--- src/rtl/mem_port_arbiter.sv ---
// Shares one single-port memory between the fetch and data requesters.
// Arbitrates, runs one access cycle, waits a fixed latency, returns data.
//
// Ports:
//   clk, rst                 clock (rising edge), async active-low reset
//   if_req/if_addr           fetch request and address (held until done)
//   if_gnt/if_done/if_rdata  fetch accepted / complete pulses, fetched word
//   d_req/d_we/d_addr/d_wdata data request, direction, address, store data
//   d_gnt/d_done/d_rdata     data accepted / complete pulses, load data
//   mem_en/mem_we/mem_addr/mem_wdata/mem_rdata  memory macro port
//   busy                     arbiter is not idle
module mem_port_arbiter #(
    parameter int ADDR_W      = 32,
    parameter int DATA_W      = 32,
    parameter int WAIT_CYCLES = 1,
    parameter int DATA_PRIO   = 0
) (
    input  logic              clk,
    input  logic              rst,
    input  logic              if_req,
    input  logic [ADDR_W-1:0] if_addr,
    output logic              if_gnt,
    output logic              if_done,
    output logic [DATA_W-1:0] if_rdata,
    input  logic              d_req,
    input  logic              d_we,
    input  logic [ADDR_W-1:0] d_addr,
    input  logic [DATA_W-1:0] d_wdata,
    output logic              d_gnt,
    output logic              d_done,
    output logic [DATA_W-1:0] d_rdata,
    output logic              mem_en,
    output logic              mem_we,
    output logic [ADDR_W-1:0] mem_addr,
    output logic [DATA_W-1:0] mem_wdata,
    input  logic [DATA_W-1:0] mem_rdata,
    output logic              busy
);

    typedef enum logic [1:0] {
        IDLE,
        ACCESS,
        WAIT,
        DONE
    } state_t;

    localparam logic       PORT_IF = 1'b0;
    localparam logic       PORT_D  = 1'b1;
    localparam logic [3:0] WAIT_LD = 4'(WAIT_CYCLES);

    state_t            state;
    logic              owner;
    logic              last_grant;
    logic [3:0]        cnt;
    logic              we_q;
    logic [ADDR_W-1:0] addr_q;
    logic [DATA_W-1:0] wdata_q;
    logic [DATA_W-1:0] if_rdata_q;
    logic [DATA_W-1:0] d_rdata_q;
    logic              pick_d;

    // On a tie, round-robin favours whichever port was not served last.
    always_comb begin
        pick_d = 1'b0;
        unique case (1'b1)
            (d_req && !if_req): pick_d = 1'b1;
            (d_req && if_req):
                pick_d = (DATA_PRIO != 0) ? 1'b1
                                          : (last_grant == PORT_IF);
            default: pick_d = 1'b0;
        endcase
    end

    always_ff @(posedge clk or negedge rst) begin
        if (!rst) begin
            state      <= IDLE;
            owner      <= PORT_IF;
            last_grant <= PORT_D;
            cnt        <= '0;
            we_q       <= 1'b0;
            addr_q     <= '0;
            wdata_q    <= '0;
            if_rdata_q <= '0;
            d_rdata_q  <= '0;
        end else begin
            unique case (state)
                IDLE: begin
                    if (if_req || d_req) begin
                        owner   <= pick_d;
                        addr_q  <= pick_d ? d_addr : if_addr;
                        we_q    <= pick_d & d_we;
                        wdata_q <= pick_d ? d_wdata : '0;
                        state   <= ACCESS;
                    end
                end
                ACCESS: begin
                    cnt   <= WAIT_LD;
                    state <= WAIT;
                end
                WAIT: begin
                    cnt <= cnt - 4'd1;
                    if (cnt == 4'd1) begin
                        if (!we_q) begin
                            if (owner == PORT_D) begin
                                d_rdata_q <= mem_rdata;
                            end else begin
                                if_rdata_q <= mem_rdata;
                            end
                        end
                        state <= DONE;
                    end
                end
                DONE: begin
                    last_grant <= owner;
                    state      <= IDLE;
                end
                default: state <= IDLE;
            endcase
        end
    end

    // Strobes come from state/owner only, so reset clears them at once.
    assign busy      = (state != IDLE);
    assign mem_en    = (state == ACCESS);
    assign mem_we    = mem_en & we_q;
    assign mem_addr  = addr_q;
    assign mem_wdata = wdata_q;
    assign if_gnt    = mem_en & (owner == PORT_IF);
    assign d_gnt     = mem_en & (owner == PORT_D);
    assign if_done   = (state == DONE) & (owner == PORT_IF);
    assign d_done    = (state == DONE) & (owner == PORT_D);
    assign if_rdata  = if_rdata_q;
    assign d_rdata   = d_rdata_q;

endmodule

--- config.mk ---
export PLATFORM = sky130hd
export DESIGN_NAME = mem_port_arbiter
export DESIGN_NICKNAME = d
export VERILOG_FILES = /design/src/rtl/mem_port_arbiter.sv
export SDC_FILE = /design/constraint.sdc
export NUM_CORES = 1
export LEC_CHECK = 0
export ABC_AREA = 1
export BUFFER_PORTS_ARGS = -buffer_cell sky130_fd_sc_hd__buf_2
export CORE_UTILIZATION = 51
export CTS_BUF_LIST = sky130_fd_sc_hd__clkbuf_16
export CTS_CLUSTER_SIZE = 40
export DETAILED_ROUTE_END_ITERATION = 7
export PLACE_DENSITY = 0.92
export RECOVER_POWER = 100
export SLEW_MARGIN = 20
export SYNTH_ARGS = -nofsm -noshare
export SYNTH_HDL_FRONTEND = slang
export SYNTH_SLANG_ARGS = --single-unit
--- constraint.sdc ---
create_clock -name clk -period 3.39 [get_ports clk]
set_clock_uncertainty 0.1 [all_clocks]
set_input_delay 0.678 -clock clk [delete_from_list [all_inputs] [get_ports clk]]
set_output_delay 0.678 -clock clk [all_outputs]
set_load 0.02 [all_outputs]
==> results.yml <==
status:
  outcome: "complete, but fails checks"
  failed_checks: "max-capacitance violations, max-slew violations"
grt:
  grt_first_pass_wirelength_um: 25900
  grt_pass1_vias: 5436
  antenna_found_initial: 0
  grt_max_degree: 74
  track_usage_pct: 28.6
  overflow: 0
die:
  fp.coreArea_mm2: 0.0114
  placementRows: 39
  ios: 268
  die_w_um: 110
  start_util_pct: 52.2
  dieArea_mm2: 0.0121
  fp.dieH_um: 110
placed_design:
  io_buffers: 267
  hpwlAfterDp_um: 11100
  place.gp.congestion: 0.853
power:
  leakage_nw: 4.24
  vdd.ir_drop.worst_uv: 642
  power.density_mw_per_mm2: 1070
synth:
  syn_avg_cell_area_um2: 8.17
  synth_seq_cells: 137
  synthCells: 727
  synth_fp_nets: 867
  synth_area_leaders: "dfrtp_1 57%, nand2_1 21%, nand3_1 5.7%, o21ai_0 5.6%, inv_1 3.0%"
  yosysTopAreaCell: "dfrtp_1"
  yosysUniqueCellTypes: 23
  ys_warn_count: 0
  netlist_area_mm2: 0.00594
  synth_top_area_share_pct: 57.3
  seq_area_frac_synth_pct: 57.7
final_layout:
  layout_common_cells: "340 x nand2_1, 136 x dfrtp_1, 136 x clkbuf_1, 130 x buf_2"
  final_common_cell: "nand2_1"
  drive_above_1_share_pct: 17.7
  nets: 1122
  area_delta_synth_final_pct: 32.0
  diodes: 0
  fillers: 988
clocking:
  root_buffer: "clkbuf_16"
  holdBufCountCts: 0
  cts_resized: 0
  cts_num_sinks: 137
  clk_pin_slew_ns: 0.06
  post_cts_buffers: 0
  h-tree-depth: 4
  clock_latency_ns: 0.42
  cts_tree: "built"
  cts_max_path_buffers: 2
  cts_buffers: 17
sta:
  finalHoldViolCount: 0
  maxSlewViolCount: 73
  fin_crit_sh_pct: 79.1
  fmax_ghz: 0.373
  rsz0062_at_grt: "false"
  min_period_ns: 2.68
  tightest_slew_ns: 1.84
  whs_ns: 0.365
  finalSetupViolations: 0
  fin_tns_setup_ns: 0
  slew_headroom_pct: -22.8
worst_setup_path:
  r2r_setup_slack_ns: 0.71
  r2r_cells: 8
  crit_path_max_fanout: 34
  worstSetupEndpointType: "register"
  r2r_start: "cnt[1]$_DFFE_PN0P_"
  r2r_end: "d_rdata[13]$_DFFE_PN0P_"
  arrival_ns: 2.88
  cp-start-kind: "register"
  path_class: "register to register"
  critPathRequiredTime_ns: 3.59
  critPathTopFamily: "buffers and inverters"
  crit_chain: "inv_1, ha_1, nand2_2, clkbuf_1, nor2_2, clkbuf_2, nand2_1, nand2_1"
  critPathSlowestCell: "clkbuf_1"
  max_stage_delay_ns: 1.02
  cpMostUsedCell: "nand2_1"
  worst-path-buf-inv: 3
routing:
  drt_iter0_markers: 494
  first_pass_iters: 5
  vias_per_cell: 5.18
  wirelength_um: 17000
  wl_per_cell_um: 14.9
  drc: 0
  dr_total_vias: 5893
  final_antenna_net_count: 0
job:
  drv_cap: 1
min_path:
  min_from: "last_grant$_DFFE_PN1N_"
  min_to: "last_grant$_DFFE_PN1N_"
  holdPathStages: 2
  hold_class: "register to register"
==> cell usage after synthesis <==
| master | number |
|---|---|
| and3_1 | 1 |
| clkbuf_1 | 18 |
| nand3_1 | 68 |
| a21oi_1 | 2 |
| nand3_2 | 1 |
| dfstp_2 | 1 |
| nand2_1 | 340 |
| or2_2 | 1 |
| nor3_2 | 1 |
| buf_2 | 20 |
| o22ai_1 | 1 |
| nor2_2 | 1 |
| buf_4 | 2 |
| nand2_2 | 1 |
| nor2_1 | 8 |
| inv_2 | 1 |
| ha_1 | 7 |
| buf_1 | 1 |
| nor3b_1 | 1 |
| o21ai_1 | 1 |
| o21ai_0 | 67 |
| inv_1 | 47 |
| dfrtp_1 | 136 |
==> power by group <==
part	leakage, nW	total, mW	internal, mW	switching, mW
Combinational	2.24	3.46	0.907	2.55
Clock	0.319	2.05	1.37	0.687
Sequential	1.69	2.88	2.42	0.459
Total	4.24	8.39	4.69	3.70
==> through the flow <==
step                      power (mW)  setup slack [ns]  cell area, µm²  std cells  utilization (%)
after floorplan                 5.16              1.47            5940        727                -
after global placement          6.38             0.797            7380       1106             64.9
after detailed placement        6.52             0.748            7380       1106             64.9
after CTS                       8.61             0.924            8040       1138             70.7
after global routing            8.96             0.531            7840       1138             69.0
final                           8.39             0.710            7840       1138             69.0
==> state kept, by name, summed over array words and instances (netlist names) <==
| name | count |
|---|---|
| cnt | 4 |
| d_rdata | 32 |
| if_rdata | 32 |
| last_grant | 1 |
| mem_addr | 32 |
| mem_wdata | 32 |
| owner | 1 |
| state | 2 |
| we_q | 1 |
==> cells by family after synthesis <==
group / Yosys count / share of synthesized area (%)
AO/OA/AOI/OAI: 71 / 6.00
adder cells (fa/ha/maj): 7 / 1.47
buffers and inverters: 89 / 6.17
flip-flops: 137 / 57.7
AND/OR/NAND/NOR: 423 / 28.6
==> area by class of cell <==
type	instances	area, µm²	share of cell area, %
multi-input combinational	501	2150	27.4
clock inverter	15	230	2.94
timing repair buffer	277	1250	15.9
sequential	137	3430	43.7
inverter	48	180	2.30
tap	143	179	2.28
clock buffer	17	425	5.43
==> how the worst max path moves through the flow <==
stage / end / cells past startpoint / from
2_1_floorplan: if_gnt / 4 / state[1]$_DFFE_PN0P_
3_3_place_gp: mem_addr[22]$_DFFE_PN0P_ / 6 / d_req
3_5_place_dp: mem_addr[25]$_DFFE_PN0P_ / 6 / d_req
4_1_cts: if_rdata[2]$_DFFE_PN0P_ / 8 / cnt[1]$_DFFE_PN0P_
5_1_grt: d_rdata[16]$_DFFE_PN0P_ / 8 / cnt[1]$_DFFE_PN0P_
6_report: d_rdata[13]$_DFFE_PN0P_ / 8 / cnt[1]$_DFFE_PN0P_
==> layer usage <==
layer  share of wire [%]  wire (µm)  global-route usage (%)
met1                  39       6660                    34.3
met2                  50       8430                    46.0
met3                 7.1       1210                    7.65
met4                 4.1        693                    17.4
met5                   0          0                       0
==> tightest hold or removal path, cell delays in order (launching register included) <==
cell and delay [ns]:
dfstp_2 0.37, nand2_1 0.05, nand2_1 0.04
(Power assumes the default switching activity.)
